`src/rtl/width_decoder.sv`:
```
// RISC-V load/store funct3 -> memory access-width code, with a combinational result
// for same-cycle use and a stall/flush-aware registered copy for the next stage.
module width_decoder #(
  parameter logic [2:0] DEFAULT_WIDTH = 3'b000
) (
  input  logic       clk,
  input  logic       reset,
  input  logic [2:0] funct3,
  input  logic       WidthOp,
  input  logic       en,
  input  logic       flush,
  output logic [2:0] WidthSrc,
  output logic       WidthIllegal,
  output logic [2:0] WidthSrcQ,
  output logic       WidthIllegalQ
);

  // Width code: bit2 = zero-extend, bits[1:0] = 00 word / 01 byte / 10 half.
  // The result is packed as {illegal, width[2:0]}.
  function automatic logic [3:0] decode_width(input logic [2:0] f3, input logic op);
    logic [3:0] res;
    if (op) begin
      case (f3)
        3'b010:  res = {1'b0, 3'b000};
        3'b001:  res = {1'b0, 3'b010};
        3'b000:  res = {1'b0, 3'b001};
        3'b101:  res = {1'b0, 3'b110};
        3'b100:  res = {1'b0, 3'b101};
        default: res = {1'b1, DEFAULT_WIDTH};
      endcase
    end else begin
      res = {1'b0, DEFAULT_WIDTH};
    end
    return res;
  endfunction

  logic [3:0] w_dec;
  logic [2:0] r_width_src;
  logic       r_width_illegal;

  // Zero-latency decode of the current instruction fields.
  always_comb begin
    w_dec = decode_width(funct3, WidthOp);
  end

  assign WidthSrc     = w_dec[2:0];
  assign WidthIllegal = w_dec[3];

  // Pipeline register: flush inserts a bubble and wins over the stall enable.
  always_ff @(posedge clk or posedge reset) begin
    if (reset) begin
      r_width_src     <= 3'b000;
      r_width_illegal <= 1'b0;
    end else if (flush) begin
      r_width_src     <= 3'b000;
      r_width_illegal <= 1'b0;
    end else if (en) begin
      r_width_src     <= w_dec[2:0];
      r_width_illegal <= w_dec[3];
    end else begin
      r_width_src     <= r_width_src;
      r_width_illegal <= r_width_illegal;
    end
  end

  assign WidthSrcQ     = r_width_src;
  assign WidthIllegalQ = r_width_illegal;

endmodule

```
`config.mk`:
```
export PLATFORM = sky130hd
export DESIGN_NAME = width_decoder
export DESIGN_NICKNAME = d
export VERILOG_FILES = /design/src/rtl/width_decoder.sv
export SDC_FILE = /design/constraint.sdc
export NUM_CORES = 1
export LEC_CHECK = 0
export BUFFER_PORTS_ARGS = -buffer_cell sky130_fd_sc_hd__buf_2
export CORE_AREA = 8 8 45 47
export CTS_BUF_LIST = sky130_fd_sc_hd__clkbuf_4
export CTS_CLUSTER_SIZE = 24
export DETAILED_ROUTE_END_ITERATION = 8
export DIE_AREA = 0 0 53 55
export PLACE_DENSITY = 0.43
export SYNTH_ARGS = -nofsm -noshare
export SYNTH_HDL_FRONTEND = slang
export SYNTH_SLANG_ARGS = --single-unit
```
`constraint.sdc`:
```
create_clock -name clk -period 0.9 [get_ports clk]
set_clock_uncertainty 0.05 [all_clocks]
set_input_delay 0.045 -clock clk [delete_from_list [all_inputs] [get_ports clk]]
set_output_delay 0.045 -clock clk [all_outputs]
set_load 0.005 [all_outputs]
```
* Yosys cells after proc, flatten, opt, wreduce, memory -nomap -nowiden *
Index checks and enable logic that the tools add are counted.

word-level totals
  register bits = 4
  bits in latches = 0
  RAM bits = 0
  bits in read-only memories = 0
  input bits = 8
  output and inout bits = 8
  logic and storage cells = 14
  memories kept = 0

operators by class
  add/sub/neg operators = 0
  multipliers = 0
  div/mod/pow operators = 0
  order comparisons = 0
  equal/unequal tests = 4
  shift-type cells = 0
  multiplexer cells = 6
  bitwise operators = 0
  reduce and logical (&&, ||, !) cells = 2

operator list
  operator            number
  $pmux 4 s5          1
  $eq 3x3->1 const B  2
  $mux 3              2
  $mux 4              1
  $eq 3x1->1 const B  1
  $eq 3x2->1 const B  1
  $logic_not 3->1     1
  $mux 1              2
  $reduce_bool 2->1   1

* Logic depth before layout (Yosys ltp) *
Gate-level depths: netlist of the first run.

  depth after elaboration = 5
  depth in mapped cells = 2

* Least setup slack after synthesis of the first run *
No wires, ideal clock.

  kind = register to register
  start = register, netlist name WidthIllegalQ
  end = register r_width_illegal (netlist: WidthIllegalQ)
  library setup time = 0.128 ns
  data arrival time = 0.485 ns
  slack = 0.238 ns
  stages on the path, launching flop included = 3
  buffers on the path = 0
  period minus slack after synthesis = 0.662 ns
  cells stage by stage = dfrtp_1 nand2b_1 a21oi_1

RTL lines
  item                  RTL line  RTL
  end signal, assigned  59        r_width_illegal <= w_dec[3];
  end signal, assigned  62        r_width_illegal <= r_width_illegal;
  end, declared         39        logic r_width_illegal;

* Worst setup path in the final report of the first run *
  start = register r_width_illegal (netlist: WidthIllegalQ)
  end = output WidthIllegalQ

RTL lines
  item           RTL line  RTL
  end, declared  15        output logic WidthIllegalQ

No word-level cell between the ends.

==> results.md, run 1 <==
- Run status: completed
- Mux contribution to synthesized area: 0%
- Post-Synth XOR/XNOR Area: 0%
- Final worst path period share: 94.1%
- Dpl cell area: 319 um^2
- Simple-Gate Fraction of Synth Area: 36.3%
- Place WS: 227 ps
- Rel. slew slack: 89.1%
- Post-DRT Antenna Nets: 0
- Post-synth top area cell: dfrtp_1
- First-pass GRT wire length: 1120 um
- RSZ-0062 raised after global routing: false
- Antenna violations before repair: 0
- Compound-Gate Fraction of Synth Area: 17.3%
- WS Path Type: register to output port
- Switching power share of the total: 24.4%
- Multi-input logic area: 120 um^2
- CP Cell Sequence: buf_2
- DIE AREA: 2920 um^2
- Drt drc: 0
- Slowest cell on the critical path: dfrtp_1
- Final hold viol count: 0
- Register Area: 100 um^2
- Post-Synth Adder-Cell Area: 0%
- Ranking of synthesized cells by area: dfrtp_1 45%, nand2b_1 11%, a21oi_1 8.9%, and3b_2 8.9%, nand4b_1 7.8%
- CTS buffer count: 3
- Min Hold Slack: 56.6 ps
- Longest Clk Path Bufs: 2
- Vias: 242
- Clock Tree Root: clkbuf_4
- Mean Syn Cell Area: 10.7 um^2
- Top delay family on crit path: flip-flops
- Synth top area share: 44.7%
- M1 WL: 279 um
- 1st-iter DRT viols: 3
- Pins Over Slew Limit: 0
- Net Count, Synth: 29
- Antenna diodes: 0
- Worst-Margin Slew: 163 ps
- Mapped cell area: 224 um^2
- Max Fclk: 1180 MHz
- Min-Delay Endpoint: WidthSrcQ[2]
- Worst r2r dst: WidthIllegalQ
- DR top layer: met3
- Number of buffers added on ports: 15
- Overflow after GRT: 0
- Fin Setup TNS: 0 ps
- #FFs+latches synth: 4
- Nature of the critical path startpoint: register
- Drt pass-1 iters: 2
- Drt wl/cell: 12.1 um
- Clock share of power: 46.9%
- Worst Hold Class: primary input to register
- Total track usage: 5.36%
- Routability cong.: 0.614
- Comb pwr share: 15.2%
- Post_cts resized: 0
- Routed vias/inst: 4.25
- R2r setup slk: 210 ps
- H-tree depth: 1
- CP Data Required Time: 810 ps
- Critical path buffers and inverters: 1
- Sw Pwr: 121 uW
- Synth-to-Final Area Change: 61.5%
- Die H: 55 um
- Design Area, Final: 362 um^2
- Internal: 375 uW
- Register area share after synthesis: 44.7%
- Pwr/cell area: 1370 nW/um^2
- R2R cell count: 2
- Synth Warn #: 0
- Max-Cap Viols: 0
- Filler cell count: 155
- Sink Count: 4
- Worst setup path startpoint: WidthIllegalQ
- Starting density of the core: 16.2%
- Hold Startpoint: funct3[2]
- RR Startpoint: WidthIllegalQ
- Min Tclk post-route: 847 ps
- Final-report setup violation count: 0
- Cell row count: 14
- Number of global-route vias before repair: 256
- Biggest fanout along the worst timing path: 2
- Main combinational cell family by area after synthesis: simple AND/OR/NAND/NOR gates
- Power, Total: 496 uW
- Arrival time worst endpoint: 750 ps
- Postcts setup bufs: 0
- Max VDD drop: 0.435 mV
- Nets: 51
- Die W: 53 um
- Seq pwr share: 37.8%
- Post-synthesis cell type count: 10
- Latest clock arrival within the worst-skew pair: 240 ps
- Metal3 WL: 64 um
- WL final: 690 um
- Syn Inst Count: 21
- Core area: 1380 um^2
- Hold buffer count at cts: 2
- DR WL met2: 346 um
- Leakage: 0.192 nW
- Hold-critical path depth: 3
- TritonCTS clock tree: built
- Delay of the slowest critical-path stage: 380 ps
- Share of cells above drive strength 1: 48.8%
- Largest net degree at the start of global routing: 9
- CP Capture Type: output port
- Worst Slack Setup Final: 53.1 ps
- Io pins: 16
- Clock slew at reported path FFs: 40 ps
==> stage by stage <==
step | util, % | std cells
finish | 26.1 | 57
global route | 26.1 | 57
CTS | 26.1 | 57
detailed placement | 23.1 | 52
global placement | 23.1 | 52
floorplan | - | 21
==> worst max-delay path by stage <==
stage	endpoint	slack, ps	cells after the start
floorplan	WidthIllegalQ	240	2
global route	WidthSrcQ[1]	30	1
detailed placement	WidthIllegalQ	230	2
CTS	WidthIllegalQ	40	1
global placement	WidthIllegalQ	230	2
finish	WidthIllegalQ	50	1
==> registers in the layout, indices dropped and copies added, names as in the netlist <==
register and count:
WidthSrcQ 3, WidthIllegalQ 1
==> power by group through the flow <==
stage,sequential [mW],clock (mW),combinational (mW)
final,0.188,0.233,0.0757
after global placement,0.190,0,0.0711
after detailed placement,0.190,0,0.0707
after CTS,0.188,0.245,0.0770
after global routing,0.188,0.262,0.0851
after floorplan,0.190,0,0.0240
==> metal layers <==
metal  vias to the layer above  global-route usage [%]
met5                         -                       0
li1                        120                       -
met1                       113                    6.26
met4                         0                    2.59
met3                         0                    4.01
met2                         9                    7.03
==> cells in the final DEF, fill, tap and decap left out <==
| master | Yosys | final |
|---|---|---|
| inv_1 | 1 | 1 |
| nand4b_1 | 2 | 2 |
| o2111ai_1 | 1 | 1 |
| nand4bb_1 | 1 | 1 |
| o211a_1 | 1 | 1 |
| clkbuf_4 | 0 | 3 |
| dlygate4sd3_1 | 0 | 2 |
| and3b_2 | 2 | 2 |
| a21oi_1 | 4 | 4 |
| nand2b_1 | 4 | 4 |
| nor3b_1 | 1 | 1 |
| dfrtp_1 | 4 | 4 |
| buf_2 | 0 | 15 |
==> tightest hold or removal path, delay by kind of cell <==
family / cells / cell delay (ps)
AO/OA/AOI/OAI: 1 / 60
buffers and inverters: 1 / 120
AND/OR/NAND/NOR: 1 / 80
==> cell usage after synthesis (all sizes together) <==
| cell type | count |
|---|---|
| nor3b | 1 |
| a21oi | 4 |
| o211a | 1 |
| nand4b | 2 |
| dfrtp | 4 |
| nand2b | 4 |
| nand4bb | 1 |
| o2111ai | 1 |
| inv | 1 |
| and3b | 2 |
==> final cells by class <==
cell class	instances	area share [%]
Inverter	1	1.04
Timing Repair Buffer	17	26.3
Sequential cell	4	27.7
Multi-Input combinational cell	16	33.2
Tap cell	16	5.54
Clock buffer	3	6.23
==> cell families (layout without fill, tap and decap cells) <==
group | Yosys count | count (layout)
compound gates | 6 | 6
simple gates | 10 | 10
buf+inv | 1 | 21
flops | 4 | 4
Note: power is estimated with default switching activity, not from simulation.
==> inputs of run 2 (changes only) <==
Settings changed: SETUP_SLACK_MARGIN set to 0.2.
==> run 2 against run 1 <==
The flow now finishes with violations (hold timing). Critical path depth is the same. Via count grew 5.8%. Sequential share of layout area shrank 3.2 points. Clock-buffer cell count is the same. Register-to-register slack lost 90 ps. Sequential power is essentially flat. Clock power is essentially flat. Global-route usage grew 0.11 points. Power grew 2.7%. Die area is the same. Sequential cell count is the same. Worst setup slack gained 2.4 ps.
==> results.md, run 2 (synthesis results as in run 1) <==
- Run status: finished, violations left
- Failing checks: hold timing
- Overflow after GRT: 0 (unchanged)
- TritonCTS clock tree: built
- Longest Clk Path Bufs: 2 (unchanged)
- Routed vias/inst: 4.34 (+2.2%)
- Top delay family on crit path: flip-flops
- Io pins: 16 (unchanged)
- Worst Slack Setup Final: 55.5 ps (+2.43 ps)
- Filler cell count: 155 (unchanged)
- Final-report setup violation count: 0 (unchanged)
- Cell total after placement: 52 (unchanged)
- Latest clock arrival within the worst-skew pair: 240 ps (about the same)
- Clock slew at reported path FFs: 40 ps (about the same)
- H-tree depth: 1 (unchanged)
- Slowest cell on the critical path: dfrtp_1
- Die H: 55 um (unchanged)
- Drt drc: 0 (unchanged)
- R2R cell count: 3 (+1)
- Nets: 53 (+3.9%)
- 1st-iter DRT viols: 3 (unchanged)
- Hold-critical path depth: 2 (-1)
- Largest net degree at the start of global routing: 9 (unchanged)
- Final hold viol count: 3 (+3)
- Min Tclk post-route: 844 ps (-2.43 ps)
- RR Startpoint: WidthSrcQ[2]
- Commonest non-fill, non-tap cell in the layout: buf_2
- Fin Setup TNS: 0 ps (unchanged)
- Multi-input logic area: 151 um^2 (+26%)
- Register Area: 100 um^2 (unchanged)
- Routability cong.: 0.614 (unchanged)
- Hold Startpoint: flush
- Cell row count: 14 (unchanged)
- Clock Tree Root: clkbuf_4
- Non-filler cells in the finished layout: 59 (+3.5%)
- Number of buffers added on ports: 15 (unchanged)
- CP Data Required Time: 810 ps (about the same)
- RSZ-0062 raised after global routing: true
- Antenna diodes: 0 (unchanged)
- Synth-to-Final Area Change: 82.7%
- Sink Count: 4 (unchanged)
- CP Cell Sequence: buf_2
- Drt pass-1 iters: 2 (unchanged)
- Worst r2r dst: WidthSrcQ[2]
- Rel. slew slack: 86.2% (-3.0 points)
- Min-Delay Endpoint: WidthSrcQ[1]
- Arrival time worst endpoint: 750 ps (about the same)
- Worst-Margin Slew: 207 ps (+44.3 ps)
- Finished Core Util: 29.6% (+3.4 points)
- Final worst path period share: 93.8% (-0.27 points)
- R2r setup slk: 120 ps (-90 ps)
- CTS buffer count: 3 (unchanged)
- Most frequent cells in the layout: 15 x buf_2, 4 x dfrtp_1, 3 x a21oi_2, 3 x clkbuf_4
- Pwr/cell area: 1250 nW/um^2 (-9.2%)
- Core area: 1380 um^2 (unchanged)
- Delay of the slowest critical-path stage: 380 ps (about the same)
- DIE AREA: 2920 um^2 (unchanged)
- First-pass GRT wire length: 1150 um (+2.5%)
- Total track usage: 5.47% (+0.11 points)
- Place WS: 227 ps (unchanged)
- Hold buffer count at cts: 1 (-1)
- Die W: 53 um (unchanged)
- Max-Cap Viols: 0 (unchanged)
- Vias: 256 (+5.8%)
- Number of global-route vias before repair: 266 (+3.9%)
- WL final: 756 um (+9.6%)
- Post-DRT Antenna Nets: 0 (unchanged)
- Power, Total: 510 uW (+2.7%)
- WS Path Type: register to output port
- Starting density of the core: 16.2% (unchanged)
- Min Hold Slack: -16.6 ps (-73.2 ps)
- Max reg flops: 3 (unchanged)
- CP Capture Type: output port
- Leakage: 0.217 nW (+13%)
- Antenna violations before repair: 0 (unchanged)
- Nature of the critical path startpoint: register
- Drt wl/cell: 12.8 um (+5.9%)
- Critical path buffers and inverters: 1 (unchanged)
- Max Fclk: 1180 MHz (+0.29%)
- Biggest fanout along the worst timing path: 2 (unchanged)
- Pins Over Slew Limit: 0 (unchanged)
- Share of cells above drive strength 1: 67.4% (+19 points)
- Worst Hold Class: primary input to register
- Max VDD drop: 0.425 mV (-2.5%)
-- run 2: metal layers --
layer,vias up,part of all wire [%],track usage [%]
li1,124,-,-
met1,123,37,6.26
met2,9,54,7.42
met3,0,8.5,4.01
met4,0,0,2.59
met5,-,0,0
-- run 2: what timing repair did --
item,4_1_cts,5_1_grt
pin swaps,0,2
endpoints found under the hold margin,8,4
gates resized for setup,0,7
setup endpoints to repair,4,9
setup buffers,2,1
-- run 2: per-stage QoR --
step | cell area, um^2 | hold WS [ps]
after floorplan | 224 | -239
after global placement | 319 | -112
after detailed placement | 319 | -115
after CTS | 367 | -49.5
after global routing | 409 | -18.4
final | 409 | -16.6
-- run 2: how the worst max path moves through the flow --
stage / from / to / slack, ps / cells past startpoint
after global placement: WidthIllegalQ / WidthIllegalQ / 230 / 2
after detailed placement: WidthIllegalQ / WidthIllegalQ / 230 / 2
after global routing: WidthIllegalQ / WidthIllegalQ / 30 / 1
after CTS: WidthIllegalQ / WidthIllegalQ / 40 / 1
final: WidthIllegalQ / WidthIllegalQ / 60 / 1
after floorplan: WidthIllegalQ / WidthIllegalQ / 240 / 2
-- run 2: layout make-up --
cell class / count / area share [%]
Timing Repair Buffer: 19 / 27.2
Clock buffer: 3 / 5.50
Sequential cell: 4 / 24.5
Multi-Input combinational cell: 16 / 37.0
Tap cell: 16 / 4.89
Inverter: 1 / 0.917
-- run 2: power by group --
part	total, mW	switching [mW]	internal [mW]
logic	0.0883	0.0419	0.0464
registers	0.188	0.00244	0.185
clock network	0.234	0.0838	0.150
==> inputs of run 3 (changes only) <==
Settings changed: HOLD_SLACK_MARGIN set to 0.1, PLACE_DENSITY 0.43 to 0.42.
==> run 3 against run 2 <==
The flow still finishes with violations (hold timing). Via count shrank 1.2%. Clock-buffer cell count unchanged. Routed wire length is 8.2% lower. Worst hold slack lost 9.1 ps. Critical endpoint is now WidthSrcQ[2]. Largest cell class unchanged. Highest routed layer is now met4.
==> results.md, run 3 (synthesis results as in run 1) <==
- Clock Tree Root: clkbuf_4
- Number of buffers added on ports: 15 (unchanged)
- Largest net degree at the start of global routing: 9 (unchanged)
- Starting density of the core: 16.2% (unchanged)
- Pwr/cell area: 1250 nW/um^2 (about the same)
- Overflow after GRT: 0 (unchanged)
- Finished Core Util: 28.9% (-0.63 points)
- Cell row count: 14 (unchanged)
- Antenna violations before repair: 0 (unchanged)
- Synth-to-Final Area Change: 78.8%
- Antenna diodes: 0 (unchanged)
- Filler cell count: 151 (-2.6%)
- Met2 GRT Util: 7.62% (+0.20 points)
- Die W: 53 um (unchanged)
- Commonest non-fill, non-tap cell in the layout: buf_2
- Top delay family on crit path: flip-flops
- Drt wl/cell: 11.8 um (-8.2%)
- Worst Hold Class: primary input to register
- Vias: 253 (-1.2%)
- Run status: finished, violations left
- Hold buffer count at cts: 1 (unchanged)
- Power, Total: 499 uW (-2.2%)
- Arrival time worst endpoint: 730 ps (-20 ps)
- Post-DRT Antenna Nets: 0 (unchanged)
- 1st-iter DRT viols: 2 (-1)
- Met3 global-route usage: 6.15% (+2.1 points)
- CP Capture Type: output port
- Most Crowded Layer GR: met2
- Routability cong.: 0.645 (+5.0%)
- CP Data Required Time: 810 ps (about the same)
- Final worst path period share: 91.6% (-2.3 points)
- Biggest fanout along the worst timing path: 2 (unchanged)
- Die H: 55 um (unchanged)
- Grt met1 use: 5.33% (-0.93 points)
- Max VDD drop: 0.852 mV (+100%)
- Io pins: 16 (unchanged)
- Total track usage: 5.63% (+0.16 points)
- Routed vias/inst: 4.29 (-1.2%)
- Nets: 53 (unchanged)
- First-pass GRT wire length: 1100 um (-4.2%)
- Multi-input logic area: 146 um^2 (-3.3%)
- WS Path Type: register to output port
- Delay of the slowest critical-path stage: 360 ps (-20 ps)
- Core area: 1380 um^2 (unchanged)
- RSZ-0062 raised after global routing: true
- Min Tclk post-route: 824 ps (-20.3 ps)
- Fin Setup TNS: 0 ps (unchanged)
- CP Cell Sequence: buf_2
- Longest Clk Path Bufs: 2 (unchanged)
- Pins Over Slew Limit: 0 (unchanged)
- Min Hold Slack: -25.7 ps (-9.11 ps)
- Nature of the critical path startpoint: register
- R2r setup slk: 140 ps (+20 ps)
- Leakage: 0.215 nW (-1.2%)
- Clock slew at reported path FFs: 40 ps (about the same)
- Max-Cap Viols: 0 (unchanged)
- Max Fclk: 1210 MHz (+2.5%)
- Hpwl dp: 525 um
- Share of cells above drive strength 1: 65.1% (-2.3 points)
- Most frequent cells in the layout: 15 x buf_2, 4 x dfrtp_1, 3 x a21oi_2, 3 x clkbuf_4, 3 x buf_4
- H-tree depth: 1 (unchanged)
- Slowest cell on the critical path: dfrtp_1
- Sink Count: 4 (unchanged)
- WL final: 694 um (-8.2%)
- DIE AREA: 2920 um^2 (unchanged)
- Critical path buffers and inverters: 1 (unchanged)
- Number of global-route vias before repair: 255 (-4.1%)
- CTS buffer count: 3 (unchanged)
- Failing checks: hold timing
- Drt pass-1 iters: 2 (unchanged)
- Worst-Margin Slew: 214 ps (+6.97 ps)
- Register Area: 100 um^2 (unchanged)
- Drt drc: 0 (unchanged)
- TritonCTS clock tree: built
- Max reg flops: 3 (unchanged)
- Rel. slew slack: 85.7% (-0.46 points)
- Latest clock arrival within the worst-skew pair: 240 ps (about the same)
- Final hold viol count: 4 (+1)
- Final-report setup violation count: 0 (unchanged)
-- run 3: cell count changes in the layout (fill, tap and decap cells not counted) --
| cell | delta |
|---|---|
| nor3b_2 | -1 |
| nor3b_1 | +1 |
| buf_4 | +1 |
| buf_6 | -1 |
-- run 3: path summary, 6_finish.rpt --
path	from	end	depth (start not counted)
worst min register to register	WidthIllegalQ	WidthIllegalQ	2
worst max-delay path	WidthSrcQ[2]	WidthSrcQ[2]	1
worst min-delay path	flush	WidthSrcQ[2]	2
min in group asynchronous	reset	WidthSrcQ[2]	3
max in group asynchronous	reset	WidthIllegalQ	3
worst max register to register	WidthSrcQ[1]	WidthSrcQ[1]	3
-- run 3: metal layers --
metal | routed length [um] | up-vias
met4 | 10 | 0
met3 | 75 | 2
met2 | 348 | 8
met1 | 259 | 117
li1 | - | 126
met5 | 0 | -
-- run 3: what timing repair did --
action,in CTS,in global routing
setup endpoints to repair,4,8
endpoints found under the hold margin,8,4
buffers inserted,2,1
gates cloned,0,0
resized for setup,0,5
pin swaps,0,4
-- run 3: area by class of cell --
type                       count  area share (%)
inverter                       1           0.938
timing repair buffer          19            26.9
multi-input combinational     16            36.6
sequential                     4            25.0
clock buffer                   3            5.62
tap                           16            5.00
-- run 3: through the flow --
stage | std cells | setup slack, ps | cell area [um^2]
2_1_floorplan | 21 | 238 | 224
3_3_place_gp | 52 | 230 | 319
3_5_place_dp | 52 | 234 | 319
4_1_cts | 58 | 63.5 | 367
5_1_grt | 59 | 38.0 | 400
6_report | 59 | 75.9 | 400
-- run 3: power by group --
part           internal, mW  switching, mW
registers             0.185        0.00193
logic                0.0451         0.0404
clock network         0.149         0.0764
total                 0.380          0.119
